===== config.mk =====
export PLATFORM = sky130hd
export DESIGN_NAME = mul_trunc_pipe
export DESIGN_NICKNAME = d
export VERILOG_FILES = /design/src/rtl/mul_trunc_pipe.sv
export SDC_FILE = /design/constraint.sdc
export NUM_CORES = 1
export LEC_CHECK = 0
export BUFFER_PORTS_ARGS = -buffer_cell sky130_fd_sc_hd__buf_2
export CAP_MARGIN = 0
export CORE_MARGIN = 10
export CORE_UTILIZATION = 66
export DETAILED_ROUTE_END_ITERATION = 16
export PLACE_DENSITY = 0.93
export SLEW_MARGIN = 30
export SYNTH_ARGS = -nofsm -noshare
export SYNTH_HDL_FRONTEND = slang
export SYNTH_SLANG_ARGS = --single-unit

===== constraint.sdc =====
create_clock -name clk -period 3 [get_ports clk]
set_input_delay 0 -clock clk [delete_from_list [all_inputs] [get_ports clk]]
set_output_delay 0 -clock clk [all_outputs]
set_load 0.01 [all_outputs]

===== src/rtl/mul_trunc_pipe.sv =====
// Pipelined unsigned multiplier with optional column truncation of the partial-product array.
// Define MUL_TRUNC_COMP_EN to add a saturating 2^(CUT-1) bias to truncated results.
module mul_trunc_pipe #(
    parameter int unsigned WIDTH  = 12,
    parameter int unsigned CUT    = 15,
    parameter int unsigned STAGES = 2
) (
    input  logic               clk,
    input  logic               rst_n,
    input  logic               clear,
    input  logic               in_valid,
    output logic               in_ready,
    input  logic [WIDTH-1:0]   a,
    input  logic [WIDTH-1:0]   b,
    input  logic               exact,
    output logic               out_valid,
    input  logic               out_ready,
    output logic [2*WIDTH-1:0] o
);

    localparam int unsigned OW = 2 * WIDTH;
`ifdef MUL_TRUNC_COMP_EN
    // One guard bit above the result so the final adder exposes overflow for saturation.
    localparam int unsigned PW = OW + 1;
    localparam logic [PW-1:0] COMP_ROW =
        (CUT == 0) ? '0 : (PW'(1) << ((CUT > 0) ? CUT - 1 : 0));
`else
    localparam int unsigned PW = OW;
`endif
    localparam int unsigned NREG = (STAGES > 1) ? STAGES - 1 : 1;
    localparam logic [PW-1:0] KEEP_MASK = ~((PW'(1) << CUT) - PW'(1));

    // 3:2 compressor across a whole row; returns {sum, carry}.
    function automatic logic [2*PW-1:0] csa(input logic [PW-1:0] s, input logic [PW-1:0] c,
                                            input logic [PW-1:0] r);
        logic [PW-1:0] maj;
        maj = (s & c) | (s & r) | (c & r);
        return {s ^ c ^ r, maj << 1};
    endfunction

    logic              en;
    logic [STAGES-1:0] vld_q, vld_d;
    logic [PW-1:0]     front_sum, front_car, row, mask;
    logic [PW-1:0]     fin_sum, fin_car, fin_add;
    logic [OW-1:0]     o_d, o_q;
    logic [PW-1:0]     sum_q [NREG];
    logic [PW-1:0]     car_q [NREG];

    assign en        = !vld_q[STAGES-1] | out_ready;
    assign in_ready  = en;
    assign out_valid = vld_q[STAGES-1];
    assign o         = o_q;

    // Carry-save reduction only; the single carry-propagate add sits in the last stage.
    always_comb begin
        front_sum = '0;
        front_car = '0;
        row       = '0;
        mask      = exact ? '1 : KEEP_MASK;
        for (int unsigned i = 0; i < WIDTH; i++) begin
            row = a[i] ? ((PW'(b) << i) & mask) : '0;
            {front_sum, front_car} = csa(front_sum, front_car, row);
        end
`ifdef MUL_TRUNC_COMP_EN
        row = exact ? '0 : COMP_ROW;
        {front_sum, front_car} = csa(front_sum, front_car, row);
`endif
    end

    if (STAGES == 1) begin : g_direct
        assign fin_sum = front_sum;
        assign fin_car = front_car;
    end else begin : g_reg
        assign fin_sum = sum_q[NREG-1];
        assign fin_car = car_q[NREG-1];
    end

    always_comb begin
        fin_add = fin_sum + fin_car;
`ifdef MUL_TRUNC_COMP_EN
        o_d = fin_add[OW] ? '1 : fin_add[OW-1:0];
`else
        o_d = fin_add;
`endif
    end

    always_comb begin
        vld_d    = '0;
        vld_d[0] = in_valid;
        for (int unsigned k = 1; k < STAGES; k++) begin
            vld_d[k] = vld_q[k-1];
        end
    end

    always_ff @(posedge clk) begin
        if (en) begin
            sum_q[0] <= front_sum;
            car_q[0] <= front_car;
            for (int unsigned k = 1; k < NREG; k++) begin
                sum_q[k] <= sum_q[k-1];
                car_q[k] <= car_q[k-1];
            end
        end
    end

    always_ff @(posedge clk or negedge rst_n) begin
        if (!rst_n) begin
            vld_q <= '0;
            o_q   <= '0;
        end else begin
            if (clear) begin
                vld_q <= '0;
            end else if (en) begin
                vld_q <= vld_d;
            end
            if (en && vld_d[STAGES-1]) begin
                o_q <= o_d;
            end
        end
    end

endmodule


==> summary.md <==
| Metric | Value |
|---|---|
| Die Y | `115.3 µm` |
| Clk pwr share | `15.2%` |
| Seq/Total Area, Yosys | `27.90%` |
| Multi-input gate area | `0.004229 mm²` |
| Sw frac | `41.99%` |
| DR iter-0 viols | `510` |
| Largest net degree at the start of global routing | `36` |
| Post-Synth XOR/XNOR Area | `0.7310%` |
| PnR worst setup slack | `-2.558 ns` |
| Sequential share of power | `28.6%` |
| TritonCTS clock tree | `built` |
| Synth Area in Adders | `41.69%` |
| Worst path cell trace | `buf_12 > and3_4 > ha_4 > inv_2 > fa_2 > fa_2 > fa_2 > fa_2 > fa_2 > fa_2 > fa_2 > fa_2 > fa_1 > inv_1 > fa_2` |
| Endpoints failing hold | `0` |
| Starting density of the core | `68.36%` |
| Routability congestion estimate | `0.8846` |
| DP Wirelength | `10290 µm` |
| Mean routed wirelength per cell | `23.56 µm` |
| Area leader, netlist | `fa_1` |
| CTS Root Buffer Type | `clkbuf_8` |
| P_int | `0.002864 W` |
| Final WL | `18030 µm` |
| Post-synth EDFFs | `34` |
| Synth Cell Area | `0.005991 mm²` |
| Least-Margin Pin Slew | `0.8210 ns` |
| Sink Count | `60` |
| Fmax | `0.1799 GHz` |
| Most used cell, CP | `fa_2` |
| Number of global-route vias before repair | `5135` |
| Critical path startpoint category | `primary input` |
| First-pass GRT wire length | `25410 µm` |
| Cells after Synth | `576` |
| Max_cap viols | `0` |
| Max stage delay on crit path | `0.58 ns` |
| Worst setup EP type | `flip-flop` |
| Pre-CTS setup slack | `-2.853 ns` |
| Synthesis-stage register bit count | `60` |
| Asr flop ratio synth | `43.33%` |
| Critical path type | `in2reg` |
| Min Tclk post-route | `5.558 ns` |
| Synth Area in Simple Gates | `18.07%` |
| PD cells | `676.6 mW/mm²` |
| Final setup viols | `27` |
| Failing checks | `setup timing` |
| Core Area | `0.008763 mm²` |
| DRC Markers | `0` |
| Die ar. | `0.01329 mm²` |
| CP Max Fanout | `7` |
| Largest family of logic cells by synthesized area | `adder cells` |
| Layout cell share with drive strength beyond 1 | `41.31%` |
| Slew headroom | `45.27%` |
| TritonCTS buffer count | `9` |
| Metal2 WL | `9133 µm` |
| DR pass1 iterations | `5` |
| Io pins | `56` |
| Avg Inst Size Synth | `10.40 µm²` |
| Setup Skew | `0.01188 ns` |
| Metal-1 WL | `5607 µm` |
| Fin cells | `765` |
| Max rail drop VDD | `0.4238 mV` |
| Buffer depth of the longest clock path | `2` |
| Post-DR vias/cell | `6.358` |
| Synth Net Count | `739` |
| H-tree depth | `3` |
| Clock latency on the worst-skew pair | `0.37 ns` |
| Chip Width | `115.3 µm` |
| Clock transition at path regs | `0.07 ns` |
| Status | `finished with violations` |
| Post-Place Cells | `736` |
| Mux contribution to synthesized area | `0.6683%` |
| Arrival time worst endpoint | `5.66 ns` |
| DR top layer | `met4` |
| CP required | `3.10 ns` |
| P_sw | `0.002073 W` |
| RSZ-0062 raised after global routing | `yes` |
| IO Port Bufs | `55` |
| Comb pwr share | `56.2%` |
| Total number of vias | `4864` |
| Highest-delay cell along the critical path | `fa_2` |
| Leakage | `3.144 nW` |
| Final Max Tran Viols | `0` |
| Worst Hold Class | `in2reg` |
| Fill count | `394` |
| Reg2Reg Setup Slack | `0.70 ns` |
| Row cnt | `34` |
| Met3 wire length | `1541 µm` |
| Unique masters post-synth | `39` |
| Layout Nets | `814` |
| Initial antenna violation count | `1` |
| Total GRT Usage | `24.68%` |
| Dominant cells by area after synthesis | `fa_1 37%, edfxtp_1 17%, dfrtp_1 11%, nand2_1 7.9%, inv_1 4.9%` |
| GR Overflow Total | `0` |
| Reg area | `0.001672 mm²` |
| Synthesis-to-layout area growth | `21.80%` |
| Synth Area in Compound Gates | `3.425%` |
| Synth Flop Type | `edfxtp_1` |
| Post-route ant nets | `0` |
| Final Cycle Share | `185.3%` |
| Synth top area share | `37.09%` |
| Yosys warns | `0` |
==> layer usage <==
metal	track usage, %	vias to the layer above
li1	-	1965
met1	26.26	2375
met2	43.92	369
met3	3.906	155
met4	16.91	0
met5	0	-
==> flip-flops by register name, summed over array words and instances (netlist names) <==
name,cells
car_q,11
sum_q,23
vld_q,2
o,24
==> worst max-delay path, delay by kind of cell <==
kind                       cells  cell delay (ns)
buffers and inverters          3             0.23
adders and majority gates     11             5.23
and+or+nand+nor                1             0.18
==> cell usage after synthesis, types with 2 or more instances <==
library cell	count
nor2_1	3
clkbuf_1	34
ha_1	22
o21ai_0	9
nand4b_1	2
buf_2	3
xnor2_1	2
xor2_1	3
inv_1	79
nand2_1	126
and3_1	44
mux2i_1	4
dfrtp_1	26
a211oi_1	2
fa_1	111
a21oi_1	6
nor3_1	4
a211oi_2	2
a21o_1	2
edfxtp_1	34
and2_1	19
nand3_1	22
==> final timing paths <==
path                                         from                   endpoint  cells past startpoint
max in group asynchronous                   rst_n           o[1]$_DFFE_PN0P_                      2
min in group asynchronous                   rst_n          o[19]$_DFFE_PN0P_                      2
setup reg to reg           car_q[0][11]$_DFFE_PN_          o[20]$_DFFE_PN0P_                      8
hold reg to reg            sum_q[0][10]$_DFFE_PN_          o[10]$_DFFE_PN0P_                      2
hold / removal                               b[0]  sum_q[0][0]$_SDFFCE_PN0N_                      2
setup / recovery                            exact     sum_q[0][11]$_DFFE_PN_                     15
==> cell families (layout without fill, tap and decap cells) <==
group / Yosys count / in the layout
multiplexers: 4 / 4
other: 0 / 1
AND/OR/NAND/NOR: 227 / 227
buffers and inverters: 117 / 197
adder cells (fa/ha/maj): 133 / 133
XOR/XNOR: 5 / 5
AO/OA/AOI/OAI: 30 / 30
flip-flops: 60 / 60
==> what timing repair did <==
| action | in CTS | in global routing |
|---|---|---|
| hold endpoints to repair | 28 | 0 |
| hold buffers | 3 | 0 |
| cloned | 2 | 0 |
| gates resized for setup | 93 | 56 |
| pin swaps | 10 | 53 |
| setup endpoints to repair | 27 | 27 |
| setup buffers | 6 | 3 |
==> cell usage in the layout (no fill, tap or decap), drive strengths merged, types with 3 or more instances in the layout <==
master,instances
ha,22
fa,111
o21ai,10
a21oi,6
buf,99
nor2,3
clkbuf,13
dlygate4sd3,3
nand3,22
dfrtp,26
inv,79
mux2i,4
nand2,127
and3,44
and2,19
nor3,4
xor2,3
edfxtp,34
a211oi,4
==> stage by stage <==
stage / hold WS [ns] / util, % / setup TNS [ns] / total power (W) / cell area [µm²]
6_report: 0.09234 / 83.27 / -44.53 / 0.004937 / 7297
3_5_place_dp: 0.02652 / 75.23 / -60.06 / 0.003576 / 6593
4_1_cts: 0.08017 / 81.92 / -44.11 / 0.004455 / 7179
2_1_floorplan: -0.2956 / - / -54.80 / 0.002942 / 6101
5_1_grt: 0.09858 / 83.27 / -46.42 / 0.005249 / 7297
3_3_place_gp: 0.01666 / 75.23 / -56.70 / 0.003424 / 6593
==> power by group through the flow <==
| stage | logic, W | clock network, W | registers [W] |
|---|---|---|---|
| after floorplan | 0.00148 | 0 | 0.00146 |
| after global placement | 0.00203 | 0 | 0.00140 |
| after detailed placement | 0.00216 | 0 | 0.00142 |
| after CTS | 0.00232 | 0.000730 | 0.00140 |
| after global routing | 0.00303 | 0.000776 | 0.00144 |
| final | 0.00277 | 0.000750 | 0.00141 |
==> final cells by class <==
class / instances / share of cell area, %
clock buffers: 13 / 2.486
repair buffers: 102 / 10.46
well taps: 108 / 1.852
flip-flops and latches: 60 / 22.91
diodes: 1 / 0.03429
clock inverters: 3 / 0.2401
multi-input cells: 399 / 57.96
inverters: 79 / 4.064
Power figures use the tool's default switching activity.
